### src/rtl/program_loader.sv
// ============================================================================
// Module      : program_loader
// Description : Streams a program image into the program memory write port.
//               A byte stream (valid/ready) carries a count byte N
//               (0 means 2**PC_WIDTH words), then N words sent high byte first.
//               Each pair of bytes is packed into one IRWidth-bit word and
//               written to ascending addresses starting at 0. The CPU is held
//               for the whole load, and a one-cycle done pulse marks the end.
// Option      : LOADER_CHECKSUM_EN - when defined, one extra byte after the
//               last word must equal the XOR of all data bytes. On a mismatch
//               err is raised, done is suppressed and cpu_hold stays high
//               until the next start or reset.
// Ports       : clk          clock, rising edge
//               res          synchronous reset, active-high
//               start        begin a load (sampled in IDLE only)
//               byte_in      stream data
//               byte_valid   byte_in valid
//               byte_ready   loader accepts a byte this cycle
//               mem_wr_en    program memory write strobe (1 cycle)
//               mem_wr_adr   write address
//               mem_wr_data  write data {hi,lo}
//               cpu_hold     keep CPU stalled during the load
//               busy         load in progress
//               done         1-cycle pulse, load finished OK
//               err          checksum failure, sticky until next start
// Revision    : 1.0 - initial release
// ============================================================================
`default_nettype none

module program_loader #(
  parameter int PC_WIDTH  = 8,
  parameter int IRWidth   = 16,
  parameter int ByteWidth = 8
) (
  input  logic                 clk,
  input  logic                 res,
  input  logic                 start,
  input  logic [ByteWidth-1:0] byte_in,
  input  logic                 byte_valid,
  output logic                 byte_ready,
  output logic                 mem_wr_en,
  output logic [PC_WIDTH-1:0]  mem_wr_adr,
  output logic [IRWidth-1:0]   mem_wr_data,
  output logic                 cpu_hold,
  output logic                 busy,
  output logic                 done,
  output logic                 err
);

  // Word counter is one bit wider than the address so a count byte of 0
  // can represent a full-depth load of 2**PC_WIDTH words.
  localparam logic [PC_WIDTH:0] c_FULL_DEPTH = {1'b1, {PC_WIDTH{1'b0}}};
  localparam logic [PC_WIDTH:0] c_ONE_WORD   = {{PC_WIDTH{1'b0}}, 1'b1};

`ifdef LOADER_CHECKSUM_EN
  typedef enum logic [2:0] {
    S_IDLE  = 3'd0,
    S_COUNT = 3'd1,
    S_HI    = 3'd2,
    S_LO    = 3'd3,
    S_WRITE = 3'd4,
    S_FIN   = 3'd5,
    S_CHK   = 3'd6
  } state_t;
`else
  typedef enum logic [2:0] {
    S_IDLE  = 3'd0,
    S_COUNT = 3'd1,
    S_HI    = 3'd2,
    S_LO    = 3'd3,
    S_WRITE = 3'd4,
    S_FIN   = 3'd5
  } state_t;
`endif

  state_t                r_state;
  logic [PC_WIDTH:0]     r_words_left;
  logic [PC_WIDTH-1:0]   r_adr;
  logic [ByteWidth-1:0]  r_hi;
  logic                  r_wr_en;
  logic [PC_WIDTH-1:0]   r_wr_adr;
  logic [IRWidth-1:0]    r_wr_data;
  logic                  r_cpu_hold;
  logic                  r_busy;
  logic                  r_done;
  logic                  w_ready;
  logic                  w_accept;
  logic [PC_WIDTH-1:0]   w_count;

`ifdef LOADER_CHECKSUM_EN
  logic                  r_err;
  logic [ByteWidth-1:0]  r_chk;
`endif

  // Ready is a pure decode of the state so the producer sees it without
  // an extra register stage.
  always_comb begin
    w_ready = 1'b0;
    case (r_state)
      S_COUNT, S_HI, S_LO: w_ready = 1'b1;
`ifdef LOADER_CHECKSUM_EN
      S_CHK:               w_ready = 1'b1;
`endif
      default:             w_ready = 1'b0;
    endcase
  end

  assign w_accept = byte_valid && w_ready;
  assign w_count  = byte_in[PC_WIDTH-1:0];

  always_ff @(posedge clk) begin
    if (res) begin
      r_state      <= S_IDLE;
      r_words_left <= '0;
      r_adr        <= '0;
      r_hi         <= '0;
      r_wr_en      <= 1'b0;
      r_wr_adr     <= '0;
      r_wr_data    <= '0;
      r_cpu_hold   <= 1'b0;
      r_busy       <= 1'b0;
      r_done       <= 1'b0;
`ifdef LOADER_CHECKSUM_EN
      r_err        <= 1'b0;
      r_chk        <= '0;
`endif
    end else begin
      // Strobe and done are single-cycle pulses by default.
      r_wr_en <= 1'b0;
      r_done  <= 1'b0;

      case (r_state)
        S_IDLE: begin
          if (start) begin
            r_state    <= S_COUNT;
            r_busy     <= 1'b1;
            r_cpu_hold <= 1'b1;
            r_adr      <= '0;
`ifdef LOADER_CHECKSUM_EN
            r_err      <= 1'b0;
            r_chk      <= '0;
`endif
          end
        end

        S_COUNT: begin
          if (w_accept) begin
            r_words_left <= (w_count == '0) ? c_FULL_DEPTH : {1'b0, w_count};
            r_state      <= S_HI;
          end
        end

        S_HI: begin
          if (w_accept) begin
            r_hi    <= byte_in;
`ifdef LOADER_CHECKSUM_EN
            r_chk   <= r_chk ^ byte_in;
`endif
            r_state <= S_LO;
          end
        end

        S_LO: begin
          if (w_accept) begin
            // Address and data are captured here so the strobe in WRITE
            // sees stable values; they then hold until the next word.
            r_wr_data <= {r_hi, byte_in};
            r_wr_adr  <= r_adr;
            r_wr_en   <= 1'b1;
`ifdef LOADER_CHECKSUM_EN
            r_chk     <= r_chk ^ byte_in;
`endif
            r_state   <= S_WRITE;
          end
        end

        S_WRITE: begin
          r_adr        <= r_adr + 1'b1;
          r_words_left <= r_words_left - 1'b1;
          if (r_words_left == c_ONE_WORD) begin
`ifdef LOADER_CHECKSUM_EN
            r_state    <= S_CHK;
`else
            r_state    <= S_FIN;
            r_done     <= 1'b1;
            r_busy     <= 1'b0;
            r_cpu_hold <= 1'b0;
`endif
          end else begin
            r_state <= S_HI;
          end
        end

`ifdef LOADER_CHECKSUM_EN
        S_CHK: begin
          if (w_accept) begin
            r_busy  <= 1'b0;
            r_state <= S_FIN;
            if (byte_in == r_chk) begin
              r_done     <= 1'b1;
              r_cpu_hold <= 1'b0;
            end else begin
              // Leave the CPU held: the image in memory is not trustworthy.
              r_err <= 1'b1;
            end
          end
        end
`endif

        S_FIN: begin
          r_state <= S_IDLE;
        end

        default: begin
          r_state <= S_IDLE;
        end
      endcase
    end
  end

  assign byte_ready  = w_ready;
  assign mem_wr_en   = r_wr_en;
  assign mem_wr_adr  = r_wr_adr;
  assign mem_wr_data = r_wr_data;
  assign cpu_hold    = r_cpu_hold;
  assign busy        = r_busy;
  assign done        = r_done;
`ifdef LOADER_CHECKSUM_EN
  assign err         = r_err;
`else
  assign err         = 1'b0;
`endif

endmodule

`default_nettype wire

### config.mk
export PLATFORM = sky130hd
export DESIGN_NAME = program_loader
export DESIGN_NICKNAME = d
export VERILOG_FILES = /design/src/rtl/program_loader.sv
export SDC_FILE = /design/constraint.sdc
export NUM_CORES = 1
export LEC_CHECK = 0
export CAP_MARGIN = 20
export CORE_MARGIN = 4
export CORE_UTILIZATION = 51
export DETAILED_ROUTE_END_ITERATION = 10
export PLACE_DENSITY_LB_ADDON = 0.05
export SLEW_MARGIN = 30
export SYNTH_ARGS = -nofsm -noshare
export SYNTH_HDL_FRONTEND = slang
export SYNTH_SLANG_ARGS = --single-unit
### constraint.sdc
create_clock -name clk -period 2 [get_ports clk]
set_input_delay 0.4 -clock clk [delete_from_list [all_inputs] [get_ports clk]]
set_output_delay 0.4 -clock clk [all_outputs]
set_load 0.1 [all_outputs]
== Word level (Yosys, flattened, before mapping) ==
Cells that the tools add are included.
Word-level totals
  flip-flop bits (word level): 55
  bits of input ports: 12
  output and inout port bits: 30
  word-level logic and storage cells: 54
Cells by class
  add/sub/neg operators: 2
  equality and inequality tests: 10
  muxes and demuxes: 17
  bitwise operators: 2
  reduce and logical (&&, ||, !) cells: 14
Operator list (number)
  $mux W9: 2
  $pmux W9 S2: 1
  $pmux W8 S2: 1
  $mux W3: 5
  $pmux W3 S5: 1
  $ne A2 B2 Y1 const B: 5
  $eq A9 B1 Y1 const B: 1
  $sub A9 B1 Y9 const B: 1
  $add A8 B1 Y8 const B: 1
  $logic_not A8 Y1: 1
  $mux W8: 1
  $reduce_and A2 Y1: 4
  $eq A3 B2 Y1 const B: 2
  $mux W1: 5
  $reduce_and A4 Y1: 1
  $reduce_bool A2 Y1: 2
  $reduce_or A2 Y1: 2
  $eq A3 B1 Y1 const B: 1
  $eq A3 B3 Y1 const B: 1
  $logic_not A3 Y1: 1
  $reduce_and A3 Y1: 1
  $reduce_or A3 Y1: 1
  $not A1 Y1: 2
  $pmux W1 S2: 1
  $logic_and A1 B1 Y1: 1

== Depth between registers and ports, before layout ==
Gate-level depths: netlist (run 1).
  depth in word-level cells: 6
  depth in mapped cells: 7
  gate-level depth less buffers: 6

== Worst setup path before layout (run 1) ==
No wires, ideal clock.
  path type: flip-flop to output port
  start point: reg r_state[1]
  end point: out byte_ready
  arrival time: 1.816 ns
  data required time: 1.600 ns
  path slack: -0.216 ns
  stages on the path, launching flop included: 4
  path through: dfxtp_1 -> buf_2 -> nor2_1 -> nor2_1
Between the ends
  cells in the longest elaborated chain, start to end: 3
  elaborated cells between the ends (all ways): 5
  classes of those cells: 3 x eq/ne; 1 x mux; 1 x reduce/logical
Ends and longest elaborated chain
  start: declaration: RTL line 76  | state_t r_state;
  start signal: assignment: RTL line 113  | r_state <= S_IDLE;
  start signal: assignment: RTL line 135  | r_state <= S_COUNT;
  start signal: assignment: RTL line 149  | r_state <= S_HI;
  $eq A3 B2 Y1 / $eq A3 B1 Y1 (equally long branches): RTL line 99  | case (r_state)
  $reduce_or A3 Y1 (*): RTL line 99
  $mux W1 (*): RTL line 99
  end: declaration: RTL line 40  | output logic byte_ready,
Mark *: on every way between the ends. The rest lies on a longest branch, timed or not.

== Worst setup path in the final report (run 1) ==
Same ends and word-level chain as after synthesis.

==> flow_summary.ini, run 1 <==
[worst_hold_path]
holdCritPathClass = primary input to flip-flop
timing.hold.worst_path_depth = 2

[worst_setup_path]
critical_path.reg2reg.endpoint = r_adr[6]
endpoint_kind = output pin
critical_path.max_fanout = 11
cpMaxStageDelayCell = dfxtp_1
critical_path.max_stage_delay_ns = 0.57
crit_chain = nor2_1 > nor2_2 > buf_12
worst_setup_path_end = byte_ready
worst_setup_path_startpoint = r_state[1]
regToRegStartpoint = r_state[1]
cp_data_arrival_time_ns = 1.36
timing_worst_setup_path_type = flip-flop to output pin
kind_of_start_point_of_the_critical_path = flip-flop
r2r_cell_count = 3
reg2reg_setup_slack_ns = 0.27
worst_ep_required_time_ns = 1.60

[die]
floorplan.die.height_um = 75.3
die_area_mm2 = 0.00567
num_ports = 42
initial_core_util = 0.527
die_width_um = 75.3
rows = 24
placeableCoreArea_mm2 = 0.00438

[drt]
ant_nets_after_route = 0
iteration_0_drc_count_of_the_detailed_router = 130
wl_um = 5230
num_vias = 2037
drt-pass1-iter-count = 4
route.detailed.vias_per_inst = 5.51
drcViolationCount = 0
route.detailed.wl_per_inst_um = 14.1

[global_routing]
grt_first_pass_wirelength_um = 8650
grt_residual_overflow = 0
grt_usage = 0.197
initial_antenna_violation_count = 0
first_global_vias = 1847
grt_max_degree = 37

[clock_network]
clockBufferDepth = 2
clock-root-buffer = clkbuf_8
number_of_sinks_driven_by_the_clock_tree = 55
postCtsSetupRepairBufs = 0
clock_tree.htree_level_count = 2
cts_tree = done
worst_skew_pair.late_latency_ns = 0.31
cts.hold.buffers_added = 0
post_cts_resized = 0
clk_pin_slew_worst_paths_ns = 0.10
numCtsBuffers = 5

[sta]
report.final.hold_viol_count = 0
fin_skew_ns = 0.00697
tns_ns = 0
drv_slew = 0
hold_slack_ns = 0.449
setup_viol = 0
post-route-period-util = 0.879
time_the_worst_path_needs_with_i_o_delays_and_setup_ns = 1.76
rsz0062_at_grt = no
maxClockFrequency_ghz = 0.569

[synth]
netlist_top_cells_area = dfxtp_1 48%, nand2_1 10%, a21oi_1 7.6%
dominantRegCellSynth = dfxtp_1
postSynth.asyncResetShare = 0
ys_seq_area_frac = 0.476
syn_area_mm2 = 0.00231
post-synth-top-area-fraction = 0.476
yosys.cell_types.count = 44
ys_seq_elements = 55
synth_top_area_cell = dfxtp_1
number_of_standard_cells_after_synthesis = 279
postSynthAreaPerCell_um2 = 8.28
synth_most_common_cell = nand2_1
synth_edf_count = 0
synth_top_cells_by_count = 62 x nand2_1, 55 x dfxtp_1, 35 x a21oi_1
synth_nets = 294
yosysWarnings = 0

[placed_design]
numPortBuffers = 40
gp_congestion = 0.821
hpwlAfterDp_um = 3800
placedInstanceArea_mm2 = 0.00272

[cells_and_area]
nNetsFinal = 332
nFillCells = 407
drive_gt1_frac = 0.176
antenna_cells = 0
register_area_mm2 = 0.00110
final_design_area_no_fill_mm2 = 0.00281
area_growth_pct = 21.7
multiInputGateArea_mm2 = 0.00111

[flow_run]
max_cap_viol_count = 0

[power_and_ir_drop]
vdd.ir_drop.worst_mv = 0.434
power_density_mw_per_mm2 = 729
leakagePower_nw = 1.02

[outcome]
run_status = complete, no violations
==> how the worst min path moves through the flow <==
| stage | from | endpoint | slack (ns) |
|---|---|---|---|
| after CTS | res | r_state[1] | 0.45 |
| after floorplan | r_hi[2] | mem_wr_data[10] | 0.43 |
| after global placement | mem_wr_adr[6] | mem_wr_adr[6] | 0.44 |
| after detailed placement | mem_wr_adr[6] | mem_wr_adr[6] | 0.45 |
| final | res | r_state[1] | 0.45 |
| after global routing | res | r_state[1] | 0.46 |
==> cell usage in the layout, fill, tap and decap left out, drive strengths merged, types with 6 or more instances in the layout <==
cell           count
nand3              8
a21oi             35
nor2              27
clkbuf             6
o21ai              7
dfxtp             55
clkdlybuf4s50     10
nand2             62
buf               42
mux2i              9
==> where the power goes <==
group | internal, mW | switching, mW | leakage [nW] | total, mW
Combinational | 0.100 | 0.186 | 0.534 | 0.287
Clock | 0.252 | 0.365 | 0.0418 | 0.617
Sequential | 1.12 | 0.0286 | 0.445 | 1.15
Total | 1.47 | 0.580 | 1.02 | 2.05
==> area by class of cell <==
type                       instances  area share
clock buffer                       6      0.0258
clock inverter                     2     0.00579
inverter                           3     0.00401
multi-input combinational        200       0.394
sequential                        55       0.392
tap                               52      0.0231
timing repair buffer              52       0.156
==> stage by stage <==
stage	instances	utilization	total power [mW]	setup WS, ns
after global placement	362	0.621	1.46	0.106
after global routing	370	0.641	2.14	0.125
final	370	0.641	2.05	0.242
after floorplan	279	-	1.37	0.226
after CTS	370	0.641	2.07	0.245
after detailed placement	362	0.621	1.46	0.0769
==> cell families (layout without fill, tap and decap cells) <==
| group | Yosys count | count (layout) | share of synthesized area |
|---|---|---|---|
| xor+xnor | 1 | 1 | 0.00379 |
| mux | 9 | 9 | 0.0390 |
| flops | 55 | 55 | 0.476 |
| fa+ha+maj | 3 | 3 | 0.0162 |
| buf+inv | 24 | 63 | 0.0482 |
| compound gates | 63 | 63 | 0.166 |
| simple gates | 123 | 123 | 0.249 |
| other cells | 1 | 1 | 0.00162 |
==> worst max-delay path, delay by kind of cell (launching register included) <==
kind | cells | cell delay [ns]
buffers and inverters | 1 | 0.19
and+or+nand+nor | 2 | 0.30
DFF | 1 | 0.57
==> flip-flops by register name, indices dropped and copies added, names as in the netlist <==
signal	count
mem_wr_en	1
r_words_left	9
busy	1
mem_wr_adr	8
done	1
r_hi	8
r_state	3
r_adr	8
mem_wr_data	16
==> routing by layer <==
layer,up-vias,share of wire,track usage
li1,1039,-,-
met1,935,0.45,0.255
met2,54,0.49,0.329
met3,9,0.044,0.0369
met4,0,0.015,0.0699
met5,-,0,0
No activity file was read; power rests on OpenSTA's default activity.
==> inputs of run 2 (changes only) <==
--- a/config.mk
+++ b/config.mk
@@ -9,6 +9,7 @@
 export CORE_MARGIN = 4
 export CORE_UTILIZATION = 51
 export DETAILED_ROUTE_END_ITERATION = 10
+export GPL_TIMING_DRIVEN = 1
 export PLACE_DENSITY_LB_ADDON = 0.05
 export SLEW_MARGIN = 30
 export SYNTH_ARGS = -nofsm -noshare
==> results of run 2 <==
The final DEF is identical to that of run 1; final timing and power are the same.
==> inputs of run 3 (changes only) <==
--- a/config.mk
+++ b/config.mk
@@ -5,6 +5,7 @@
 export SDC_FILE = /design/constraint.sdc
 export NUM_CORES = 1
 export LEC_CHECK = 0
+export ABC_CLOCK_PERIOD_IN_PS = 2000
 export CAP_MARGIN = 20
 export CORE_MARGIN = 4
 export CORE_UTILIZATION = 51
==> results of run 3 <==
The final DEF is identical to that of run 1; final timing and power are the same.
==> patch 1: new RTL, flow settings as in run 1 <==
Set the parameter `PC_WIDTH` to 6 (it was 8).
--- a/src/rtl/program_loader.sv
+++ b/src/rtl/program_loader.sv
@@ -30,3 +30,3 @@
 module program_loader #(
-  parameter int PC_WIDTH  = 8,
+  parameter int PC_WIDTH  = 6,
   parameter int IRWidth   = 16,
Interface: changed (resized mem_wr_adr); port bits go from 42 to 40. No check against the original RTL was run, so the function may have changed too.
==> patch 1 against run 1 <==
  * Routed wire length down 7.6%
  * Clock power shrank 7.8%
  * Largest cell class unchanged
  * Final area fell by 7.3%
  * Synthesized area shrank 9.7%
  * Largest power group unchanged
  * Count of clock-buffer cells in the layout unchanged
  * Worst setup slack lost 0.13 ns
  * Sequential cell count shrank 6
  * Total power is 7.9% lower
==> patch 1: results (changes against run 1) <==
Final HPWL DP -> 3.33 mm (was 3.80 mm)
Hold Path Class -> reg2reg (was in2reg)
Netlist cell types -> 42 (was 44)
Worst Hold Slack -> 0.452 ns (was 0.449 ns)
syn_nets -> 260 (was 294)
Net Sw Frac -> 28.4% (was 28.3%)
port bufs -> 38 (was 40)
antenna cells -> 0 (unchanged)
routed len/inst -> 14.4 µm (was 14.1 µm)
Fill cells -> 333 (was 407)
Layout Skew -> 0.00704 ns (was 0.00697 ns)
first-pass GRT wire length -> 7.91 mm (was 8.65 mm)
Total GRT Usage -> 18.8% (was 19.7%)
Hold Path Origin -> r_hi[0] (was res)
DR vias -> 1,886 (was 2,037)
DP Worst Slack -> 0.0441 ns (was 0.0769 ns)
Area contributors post-synth -> dfxtp_1, nand2_1, a21oi_1, mux2i_1, nor2_1 (was dfxtp_1, nand2_1, a21oi_1, nor2_1, mux2i_1)
Layout Cells excl Fill -> 335 (was 370)
slowest stage delay, CP -> 0.67 ns (was 0.57 ns)
Worst VDD drop -> 389 µV (was 434 µV)
GP Congestion -> 0.888 (was 0.821)
placed cell area -> 0.00252 mm² (was 0.00272 mm²)
placed insts -> 327 (was 362)
status -> finished clean (unchanged)
CP Max Fanout -> 18 (was 11)
R2R Path End -> r_words_left[5] (was r_adr[6])
clk_lat worst skew -> 0.29 ns (was 0.31 ns)
Detailed Route Iter0 Violations -> 157 (was 130)
hold endpoint -> mem_wr_data[8] (was r_state[1])
layout cells sized above 1 -> 18.8% (was 17.6%)
Reg2Reg Setup Slack -> 0.30 ns (was 0.27 ns)
nets -> 301 (was 332)
number of global-route vias before repair -> 1,719 (was 1,847)
WP data arrival -> 1.49 ns (was 1.36 ns)
Leak -> 0.945 nW (was 1.02 nW)
Synth top cells by count -> dfxtp_1, nand2_1, a21oi_1 (was nand2_1, dfxtp_1, a21oi_1)
patch 1: changes by cell type after synthesis, moves of 4 or more:
cell	run 1	this run
nor2_1	27	18
dfxtp_1	55	49
inv_1	3	8
a21oi_1	35	31
nor3b_1	1	5
o21ai_0	7	2
nand2_1	62	48
patch 1: worst max-delay path by stage:
stage / startpoint / to / slack (ns) / depth (start not counted)
6_report: r_state[1] / byte_ready / 0.11 / 3
5_1_grt: r_state[1] / byte_ready / 0.03 / 3
4_1_cts: r_state[0] / byte_ready / 0.07 / 3
3_5_place_dp: byte_valid / r_hi[1] / 0.04 / 5
3_3_place_gp: byte_valid / r_hi[2] / 0.09 / 5
2_1_floorplan: r_state[0] / byte_ready / 0.002 / 4
patch 1: kinds of logic after synthesis:
group,Yosys count,share of synthesized area (%)
buffers and inverters,27,5.70
AO/OA/AOI/OAI,57,17.2
AND/OR/NAND/NOR,99,23.8
multiplexers,9,4.32
adder cells (fa/ha/maj),3,1.80
other,1,0.180
flip-flops,49,47.0
patch 1: area by class of cell:
| type | instances | area, µm² | share of cell area (%) |
|---|---|---|---|
| well taps | 48 | 60.1 | 2.31 |
| multi-input cells | 169 | 995 | 38.2 |
| inverters | 8 | 30.0 | 1.15 |
| clock inverters | 2 | 15.0 | 0.576 |
| clock buffers | 6 | 72.6 | 2.79 |
| flip-flops and latches | 49 | 982 | 37.7 |
| repair buffers | 53 | 450 | 17.3 |
patch 1: power groups by stage:
stage          Sequential [mW]  Combinational [mW]  Clock (mW)
2_1_floorplan             1.07               0.176           0
3_3_place_gp              1.05               0.283           0
3_5_place_dp              1.05               0.286           0
4_1_cts                   1.03               0.287       0.580
5_1_grt                   1.04               0.306       0.618
6_report                  1.03               0.286       0.569
patch 1: metal layers:
layer / vias up / part of all wire (%) / global-route usage (%)
met5: - / 0 / 0
met4: 0 / 1.4 / 6.47
met3: 6 / 6.7 / 3.60
met2: 59 / 46 / 29.8
met1: 873 / 46 / 25.7
li1: 948 / - / -
patch 1: worst register-to-register path, stage by stage, from the launching register on:
cell,delay (ns)
dfxtp_1,0.48
or3b_4,0.49
or4_1,0.50
a31oi_1,0.16
==> patch 2: new RTL, flow settings as in run 1 <==
Without the edit above. The 6 states of `state_t` get a Gray code encoding in 3 bits.
--- a/src/rtl/program_loader.sv
+++ b/src/rtl/program_loader.sv
@@ -66,8 +66,8 @@
   typedef enum logic [2:0] {
-    S_IDLE  = 3'd0,
-    S_COUNT = 3'd1,
-    S_HI    = 3'd2,
-    S_LO    = 3'd3,
-    S_WRITE = 3'd4,
-    S_FIN   = 3'd5
+    S_IDLE  = 3'b000,
+    S_COUNT = 3'b001,
+    S_HI    = 3'b011,
+    S_LO    = 3'b010,
+    S_WRITE = 3'b110,
+    S_FIN   = 3'b111
   } state_t;
Function: no difference found for any inputs over 10 cycles, from zero or initial values; not proved beyond that.
==> patch 2 against run 1 <==
  * Final area up 0.98%
  * Die area up 0.33%
  * Clock power decreased by 2%
  * Largest power group unchanged
  * Critical path depth rose by 1
  * Via count is 0.49% higher
  * Hold slack better by 0.0094 ns
  * Count of clock-buffer cells in the layout shrank 1
  * Total power down 0.17%
  * Sequential cell count stayed put
  * Synthesized area grew 0.38%
  * Core utilization up 0.63 points
  * Synthesized cell count grew 2.2%
  * Routed wire length decreased by 0.98%
  * Worst setup slack got worse by 0.049 ns
==> patch 2: results (changes against run 1) <==
status -> finished clean (unchanged)
Leak -> 1.05 nW (was 1.02 nW)
post-CTS resize count -> 0 (unchanged)
Hold Path Class -> reg2reg (was in2reg)
Fill cells -> 396 (was 407)
layout cells sized above 1 -> 19.0% (was 17.6%)
Clock transition at path regs -> 0.10 ns (about the same)
port bufs -> 40 (unchanged)
Final HPWL DP -> 3.59 mm (was 3.80 mm)
antenna cells -> 0 (unchanged)
CTS Buf Count -> 5 (unchanged)
Post-CTS Setup Inserts -> 0 (unchanged)
Least-Margin Pin Slew -> 0.607 ns
# H-tree levels -> 2 (unchanged)
CP Max Fanout -> 7 (was 11)
largest net degree at the start of global routing -> 32 (was 37)
DRT antenna net count -> 0 (unchanged)
Root Buffer -> clkbuf_8 (unchanged)
Layout Skew -> 0.00445 ns (was 0.00697 ns)
max reg flops -> 16 (unchanged)
Vias/cell -> 5.40 (was 5.51)
Synth top cells by count -> nand2_1, dfxtp_1, a21oi_1 (unchanged)
first-pass GRT wire length -> 8.44 mm (was 8.65 mm)
DR vias -> 2,047 (was 2,037)
Synth Instances -> 285 (was 279)
Max clock buf depth -> 2 (unchanged)
placed insts -> 371 (was 362)
synth warn -> 0 (unchanged)
Total GRT Usage -> 19.2% (was 19.7%)
GP Congestion -> 0.818 (was 0.821)
iteration count of the initial detailed-routing pass -> 4 (unchanged)
Netlist cell types -> 44 (unchanged)
Post-synth ARST share -> 0% (unchanged)
nets -> 341 (was 332)
clk_lat worst skew -> 0.30 ns
Area contributors post-synth -> dfxtp_1, nand2_1, a21oi_1, nand3_1, nor2_1 (was dfxtp_1, nand2_1, a21oi_1, nor2_1, mux2i_1)
syn_nets -> 300 (was 294)
number of global-route vias before repair -> 1,742 (was 1,847)
register area share after synthesis -> 47.5% (was 47.6%)
placed cell area -> 0.00275 mm² (was 0.00272 mm²)
initial antenna violation count -> 0 (unchanged)
ys flop type -> dfxtp_1 (unchanged)
DRT Wirelength -> 5.18 mm (was 5.23 mm)
Worst VDD drop -> 418 µV (was 434 µV)
Detailed Route Iter0 Violations -> 137 (was 130)
## patch 2: power breakdown
group,switching (mW),internal (mW),total (mW)
Clock,0.358,0.244,0.603
Sequential,0.0270,1.12,1.14
Combinational,0.201,0.101,0.302
Total,0.586,1.46,2.05
## patch 2: worst paths after layout
| kind | depth (start not counted) | slack (ns) | endpoint | from |
|---|---|---|---|---|
| worst max-delay path | 4 | 0.19 | byte_ready | r_state[0] |
| worst min-delay path | 2 | 0.46 | mem_wr_data[14] | r_hi[6] |
| worst max register to register | 4 | 0.24 | r_words_left[4] | r_state[1] |
| worst min register to register | 2 | 0.46 | mem_wr_data[14] | r_hi[6] |
## patch 2: through the flow
step,worst slack [ns],utilization (%),total power [mW]
2_1_floorplan,0.184,-,1.37
3_3_place_gp,0.0605,62.7,1.47
3_5_place_dp,0.0516,62.7,1.47
4_1_cts,0.189,64.8,2.07
5_1_grt,0.0954,64.8,2.14
6_report,0.193,64.8,2.05
## patch 2: worst max-delay path: stages (launching register included)
cell,delay [ns]
dfxtp_1,0.47
buf_4,0.20
nor2_1,0.06
nor2_2,0.18
buf_12,0.20
## patch 2: layer usage
layer,global-route usage (%),share of wire (%),routed length [µm],vias up
met5,0,0,0,-
met4,4.85,1.1,59,0
met3,3.96,4.2,216,6
met2,28.5,45,2320,42
met1,28.4,50,2580,931
li1,-,-,-,1068
## patch 2: cells by family after synthesis
group	Yosys count	synth area share, %
other cells	1	0.162
mux	1	0.485
fa+ha+maj	3	1.62
buf+inv	22	5.12
simple gates	131	26.2
flops	55	47.5
compound gates	72	18.9
## patch 2: final cells by class
cell class                 instances  share of cell area [%]
clock buffer                       5                    2.42
clock inverter                     3                   0.705
inverter                           3                   0.397
multi-input combinational        208                    38.8
sequential                        55                    38.8
tap                               52                    2.29
timing repair buffer              53                    16.6
